**src/rtl/mult_pkg.sv**
```systemverilog
// Shared types and constants for the sequential 64-bit multiplier.
package mult_pkg;
  typedef enum logic [1:0] {IDLE, RUN, FIX, DONE} mult_state_t;
  localparam int WIDTH = 64;
  localparam int CNT_W = $clog2(WIDTH);
endpackage

```
**src/rtl/mult_shift_add.sv**
```systemverilog
// One radix-2 shift-add iteration: conditional add into the upper half,
// then shift {carry, acc} and the multiplier right by one.
module mult_shift_add #(
  parameter int WIDTH = 64
) (
  input  logic [2*WIDTH-1:0] acc,
  input  logic [WIDTH-1:0]   mcand,
  input  logic [WIDTH-1:0]   mplier,
  output logic [2*WIDTH-1:0] acc_nxt,
  output logic [WIDTH-1:0]   mplier_nxt
);
  logic [WIDTH:0] sum;

  always_comb begin
    sum        = {1'b0, acc[2*WIDTH-1:WIDTH]} + {1'b0, (mplier[0] ? mcand : '0)};
    // Carry lands in bit 2*WIDTH-1 after the shift.
    acc_nxt    = (2*WIDTH)'({sum, acc[WIDTH-1:0]} >> 1);
    mplier_nxt = mplier >> 1;
  end
endmodule

```
**src/rtl/mult_seq_ctrl.sv**
```systemverilog
// Multi-cycle MUL/SMULH/UMULH sequencer: sign-magnitude shift-add over one
// shared adder, pipeline stall while busy, registered product and flags.
module mult_seq_ctrl
  import mult_pkg::*;
#(
  parameter int WIDTH = 64
) (
  input  logic             clk,
  input  logic             reset_n,
  input  logic             start,
  input  logic             signed_op,
  input  logic [WIDTH-1:0] a,
  input  logic [WIDTH-1:0] b,
  output logic             busy,
  output logic             done,
  output logic             stall,
  output logic [WIDTH-1:0] product_lo,
  output logic [WIDTH-1:0] product_hi,
  output logic             zero,
  output logic             negative,
  output logic             overflow,
  output logic             carryOut
);
  localparam int CW = $clog2(WIDTH);

  mult_state_t state_q, state_d;
  logic [CW-1:0]      count;
  logic [WIDTH-1:0]   mcand, mplier, mplier_nxt, mag_a, mag_b;
  logic [2*WIDTH-1:0] acc, acc_nxt, prod, fix_val;
  logic               neg;

  // -2^63 negates to itself, which is already the correct unsigned magnitude.
  assign mag_a   = (signed_op & a[WIDTH-1]) ? -a : a;
  assign mag_b   = (signed_op & b[WIDTH-1]) ? -b : b;
  assign fix_val = neg ? -acc : acc;

  mult_shift_add #(.WIDTH(WIDTH)) u_sa (
    .acc        (acc),
    .mcand      (mcand),
    .mplier     (mplier),
    .acc_nxt    (acc_nxt),
    .mplier_nxt (mplier_nxt)
  );

  always_ff @(posedge clk or negedge reset_n) begin
    if (!reset_n) state_q <= IDLE;
    else          state_q <= state_d;
  end

  always_comb begin
    state_d = state_q;
    case (state_q)
      IDLE:    if (start) state_d = RUN;
      RUN:     if (count == CW'(WIDTH-1)) state_d = FIX;
      FIX:     state_d = DONE;
      DONE:    state_d = IDLE;
      default: state_d = IDLE;
    endcase
  end

  always_comb begin
    busy  = 1'b0;
    done  = 1'b0;
    stall = 1'b0;
    case (state_q)
      IDLE:    stall = start;
      RUN,
      FIX:     begin busy = 1'b1; stall = 1'b1; end
      DONE:    done = 1'b1;
      default: ;
    endcase
  end

  always_ff @(posedge clk or negedge reset_n) begin
    if (!reset_n) begin
      count    <= '0;
      mcand    <= '0;
      mplier   <= '0;
      acc      <= '0;
      neg      <= 1'b0;
      prod     <= '0;
      zero     <= 1'b1;
      negative <= 1'b0;
    end else begin
      case (state_q)
        IDLE: if (start) begin
          mcand  <= mag_a;
          mplier <= mag_b;
          neg    <= signed_op & (a[WIDTH-1] ^ b[WIDTH-1]);
          acc    <= '0;
          count  <= '0;
        end
        RUN: begin
          acc    <= acc_nxt;
          mplier <= mplier_nxt;
          count  <= count + CW'(1);
        end
        // Flags are captured with the product so they hold until the next FIX.
        FIX: begin
          prod     <= fix_val;
          zero     <= (fix_val[WIDTH-1:0] == '0);
          negative <= fix_val[WIDTH-1];
        end
        default: ;
      endcase
    end
  end

  assign product_lo = prod[WIDTH-1:0];
  assign product_hi = prod[2*WIDTH-1:WIDTH];
  assign overflow   = 1'b0;
  assign carryOut   = 1'b0;
endmodule

```
**config.mk**
```make
export PLATFORM = sky130hd
export DESIGN_NAME = mult_seq_ctrl
export DESIGN_NICKNAME = d
export VERILOG_FILES = /design/src/rtl/mult_pkg.sv /design/src/rtl/mult_shift_add.sv /design/src/rtl/mult_seq_ctrl.sv
export SDC_FILE = /design/constraint.sdc
export NUM_CORES = 1
export LEC_CHECK = 0
export BUFFER_PORTS_ARGS = -buffer_cell sky130_fd_sc_hd__buf_4
export CAP_MARGIN = 20
export CORE_AREA = 2 2 220 222
export DETAILED_ROUTE_END_ITERATION = 12
export DIE_AREA = 0 0 222 224
export HOLD_SLACK_MARGIN = 0.03
export PLACE_DENSITY = 0.76
export SYNTH_ARGS = -nofsm -noshare
export SYNTH_HDL_FRONTEND = slang
export SYNTH_SLANG_ARGS = --single-unit
```
**constraint.sdc**
```tcl
create_clock -name clk -period 3.3 [get_ports clk]
set_input_delay 0.66 -clock clk [delete_from_list [all_inputs] [get_ports clk]]
set_output_delay 0.66 -clock clk [all_outputs]
set_load 0.005 [all_outputs]
```
# After elaboration in Yosys (flattened, before gate mapping)
# Index checks and enable logic that the tools add are counted.
# classes
n_addsub	5
eq_ne	6
muxes	16
bitwise_logic	4
reduce_logical	7
# ops
cell	n
two-way mux 128 bit	2
two-way mux 64 bit	4
case mux 128 bit (2 select lines)	1
negation 128 bit	1
negation 64 bit	2
case mux 64 bit (2 select lines)	1
adder 64 x 64 -> 65 bit	1
logical NOT 64 bit	1
case mux 6 bit (2 select lines)	1
case mux 2 bit (4 select lines)	1
adder 6 x 1 -> 6 bit, second input constant	1
== test 6 bit, second input constant	1
two-way mux 6 bit	1
AND reduction 2 bit	3
== test 2 bit, second input constant	2
two-way mux 2 bit	2
!= test 2 bit, second input constant	2
AND 1 bit	3
== test 2 x 1 -> 1 bit, second input constant	1
logical NOT 2 bit	1
two-way mux 1 bit	2
case mux 1 bit (2 select lines)	1
nonzero test 2 bit	1
OR reduction 2 bit	1
XOR 1 bit	1
# word_totals
ff_bits	395
out_inout_bits	135

# Longest topological paths before layout
# logic_depth
depth_word	4
mapped_depth	16

# Modules after synthesis
# From an unflattened synthesis, not the netlist that was laid out.
# unflattened
cells_unflattened	3174
hier_area_um2	26950.8
# by_module_without_submodules
mod	n_inst	cells_per_inst	area_each_um2
mult_seq_ctrl	1	2419	21718.3
mult_shift_add	1	755	5232.5

# Least setup slack after synthesis
# OpenSTA, ideal clock, no wires.
# synth_timing
path_type	reg-to-reg
from	reg mplier[0]
to	reg acc[114]
setup_ps	83
t_arrival_ps	3481
required_time_ps	3217
slack_ps	-263
stages_incl_launch_ff	17
n_path_buf	3
period_less_slack_ps	3563
path_cell_list	dfrtp_1 -> clkbuf_1 -> clkbuf_1 -> and2_1 -> ha_1 -> clkbuf_1 -> nand2_1 -> o21ai_0 -> or3b_2 -> and4_1 -> o31ai_1 -> a41oi_1 -> o311a_1 -> o221ai_1 -> a221oi_1 -> xor2_1 -> o21ai_0
# synth_between
elab_chain_cells	3
# synth_lines
element	line	source
from (decl)	mult_seq_ctrl.sv:28	logic [WIDTH-1:0] mcand, mplier, mplier_nxt, mag_a, mag_b;
from (signal assigned)	mult_seq_ctrl.sv:88	mplier <= mag_b;
from (signal assigned)	mult_seq_ctrl.sv:95	mplier <= mplier_nxt;
two-way mux 64 bit	mult_shift_add.sv:15	sum = {1'b0, acc[2*WIDTH-1:WIDTH]} + {1'b0, (mplier[0] ? mcand : '0)};
adder 64 x 64 -> 65 bit	mult_shift_add.sv:15	
case mux 128 bit (2 select lines)	mult_seq_ctrl.sv:85	case (state_q)
to (signal assigned)	mult_seq_ctrl.sv:94	acc <= acc_nxt;
to (decl)	mult_seq_ctrl.sv:29	logic [2*WIDTH-1:0] acc, acc_nxt, prod, fix_val;
# Every way passes these cells.
# A chain may end at the register's enable or synchronous reset.

# Final worst setup path
# layout_timing
from	reg acc[52]
to	reg prod[98]
# layout_between
elab_chain_cells	2
# layout_lines
element	line	source
negation 128 bit	mult_seq_ctrl.sv:35	assign fix_val = neg ? -acc : acc;
two-way mux 128 bit	mult_seq_ctrl.sv:35	
to (signal assigned)	mult_seq_ctrl.sv:100	prod <= fix_val;
to (decl)	mult_seq_ctrl.sv:29	
# Every way passes these cells.

==> results.yml <==
synthesis:
  syn_area_mm2: 0.0253
  synth-seq-area-share_pct: 39.0
  ys_warn_count: 0
  synth_ff_type: "dfrtp_1"
  ys_ff_latch: 394
  synth.avg_cell_area_um2: 8.47
  synthDistinctLibCells: 87
  postSynthCellCount: 2990
  async_flop_share_pct: 100
  synth_edf_count: 0
cells_and_area:
  synthToLayoutAreaGrowth_pct: 38.4
  nNetsFinal: 3860
  post-route-util_pct: 74.0
  n_antenna_cell: 0
  drive_gt1_share_pct: 32.3
  nFillCells: 3454
  fin_cells: 4305
sta:
  fin_worst_skew_ns: 0.0260
  post-route-min-period_ns: 3.59
  period_share_pct: 109
  finalSetupViolations: 46
  hold_violations: 0
  max_slew_margin_pct: 22.0
  max_freq_mhz: 278
  tightest_slew_ns: 1.17
  drv_slew: 0
  whs_ns: 0.0797
  final_critical_path_setup_slack_ns: -0.293
  rsz0062_at_grt: "true"
  fin_setup_tns_ns: -5.04
route:
  ant_nets: 0
  drt_iter0_drc: 2821
  wl_um: 91100
  wl_per_cell_um: 21.2
  drcViolationCount: 0
  drt_pass1_iterations: 6
  viasPerCell: 6.02
  via_count: 25900
worst_setup_path:
  cpMostUsedCell: "or3_4"
  crit_path_end_kind: "register"
  cpMaxStageDelayCell: "or4_4"
  cpPeakStageDelay_ns: 0.55
  timing.critical_path.cells: "or4_4 > or4_4 > or3_4 > nor3_4 > inv_2 > or3_4 > or3_4 > or2_4 > o41ai_4 > xor2_1 > a21oi_1"
  worstPathRequired_ns: 3.69
  worstPathArrival_ns: 3.99
  crit_type: "register to register"
  worst-path-buf-inv: 1
  worstSetupStartpointType: "register"
  worstPathMaxFanout: 3
  crit_family: "simple AND/OR/NAND/NOR gates"
grt:
  grt_use_total_pct: 35.1
  grt_max_degree: 250
  grt_pass1_vias: 25100
  grt_pass1_wl_um: 139000
  grt_overflow_total: 0
  antenna_found_initial: 0
die:
  initial_core_util_pct: 53.5
  die-area_mm2: 0.0497
  io_pins: 267
  die_h_um: 224
  core_area_mm2: 0.0473
  placementRows: 80
  die_x_um: 222
outcome:
  failed_checks: "setup timing"
  outcome: "finished, violations left"
clocking:
  cts.sinks: 394
  insertion_delay_ns: 0.59
  htree_levels: 2
  cts_root_buffer: "clkbuf_16"
  cts-buffers-inserted: 45
  cts.hold.buffers_added: 0
  cts_tree: "built"
  clockBufferDepth: 3
  clk_pin_slew_worst_paths_ns: 0.06
placed_design:
  dp_cells: 4147
  dpl.hpwl_um: 67100
  routabilityCongestion: 0.977
  place.port_buffers: 264
run:
  drv_cap: 0
power_and_ir_drop:
  power.density_mw_per_mm2: 306
  vdd_drop_max_v: 0.000310
  p_leak_nw: 16.8
hold_path:
  hp-class: "input pin to async pin"
[final cells by class]
type	instances	area (µm²)	area share [%]
Multi-Input combinational cell	2356	16100	46.0
Sequential cell	394	9870	28.2
Timing Repair Buffer	825	6600	18.8
Clock buffer	70	1390	3.98
Tap cell	615	769	2.20
Clock inverter	13	158	0.450
Inverter	32	120	0.343
[cell usage after synthesis, drive strengths merged, types with 4 or more instances]
cell type    n  area share, %
a211oi      10           0.30
a21boi       5           0.15
a21o        44            1.3
a21oi      283            5.6
a221oi       4           0.14
a22o        68            2.4
a22oi       49            1.5
a31oi       16           0.40
a32oi        5           0.17
and2        73            1.8
and3        10           0.25
and4         4           0.14
buf         18           0.42
clkbuf     189            2.9
dfrtp      393             39
ha          73            3.6
inv         31           0.46
mux2        10           0.44
nand2      333            4.9
nand2b      26           0.64
nand3       46           0.93
nand3b       5           0.15
nand4       30           0.77
nor2       253            3.8
nor2b       20           0.49
nor3        64            1.3
nor3b        6           0.18
nor4        31           0.83
o211ai       7           0.21
o21a         5           0.15
o21ai      308            6.1
o21bai       9           0.27
o22ai       18           0.44
o31ai       55            1.7
o41ai       26           0.96
or2         23           0.57
or3         48            1.2
or4         35            1.1
xnor2      106            3.7
xor2       210            7.3
[metal layers]
layer / wire [µm] / track usage, % / vias to the layer above
li1: - / - / 12000
met5: 0 / 0 / -
met4: 3750 / 13.6 / 0
met2: 42300 / 56.5 / 1150
met3: 5930 / 4.45 / 247
met1: 39100 / 48.7 / 12600
[where the power goes]
part	leakage [nW]	internal, mW	switching, mW
clock network	0.765	3.14	2.08
logic	10.6	0.293	0.381
registers	5.47	4.83	0.00181
[worst reg2reg max path, cell delays in order (launching register included)]
cell and delay [ns]:
dfrtp_1 0.37, or4_4 0.55, or4_4 0.44, or3_4 0.41
nor3_4 0.12, inv_2 0.06, or3_4 0.33, or3_4 0.36
or2_4 0.29, o41ai_4 0.22, xor2_1 0.17, a21oi_1 0.09
[sequential cells by signal, indices dropped and copies added (netlist names)]
name,count
zero,1
mplier,64
prod,128
mcand,64
state_q,2
acc,128
neg,1
count,6
[path summary, 6_finish.rpt]
check                           from    endpoint  slack [ns]  cells after the start
max                          acc[52]    prod[98]       -0.29                     11
min                          reset_n    prod[62]        0.08                      1
max reg2reg                  acc[52]    prod[98]       -0.29                     11
min reg2reg                mcand[30]   mcand[30]        0.48                      2
max in group asynchronous    reset_n   mcand[56]        2.32                      2
min in group clk               b[63]  mplier[63]        0.37                      2
[cells in the final DEF, fill, tap and decap left out, types with 27 or more instances in the layout]
cell type / instances
a21o_1: 43
ha_1: 34
dfrtp_1: 391
nand4_1: 29
nor3_1: 49
and2_1: 54
a22oi_1: 48
o21ai_0: 256
inv_1: 27
a21oi_1: 244
buf_6: 28
o31ai_1: 45
xnor2_1: 101
a22o_1: 68
xor2_1: 206
or3_1: 39
nand3_1: 38
o21ai_1: 34
ha_4: 32
clkbuf_16: 48
nor2_1: 246
nand2_1: 318
a21oi_2: 34
buf_4: 774
[timing repair]
item | 4_1_cts | 5_1_grt
gates resized for setup | 159 | 202
buffers inserted | 48 | 29
hold endpoints to repair | 0 | 0
pin swaps | 60 | 98
endpoints found under the setup margin | 68 | 94
cloned | 4 | 1
[metrics by stage]
step / worst slack [ns] / power [mW] / instance area [µm²]
finish: -0.293 / 10.7 / 35000
global route: -0.441 / 11.0 / 35000
CTS: -0.259 / 10.8 / 33900
detailed placement: -0.417 / 5.59 / 31100
global placement: -0.328 / 5.58 / 31100
floorplan: -0.194 / 5.15 / 25400
[logic make-up after synthesis]
logic type      after synthesis  synth area share (%)
compound gates              939                  22.6
xor+xnor                    316                  10.9
simple gates               1012                  19.3
mux                          13                 0.564
fa+ha+maj                    74                  3.69
flops                       394                  39.0
buf+inv                     241                  3.90
other cells                   1                0.0148
(Power assumes the default switching activity.)
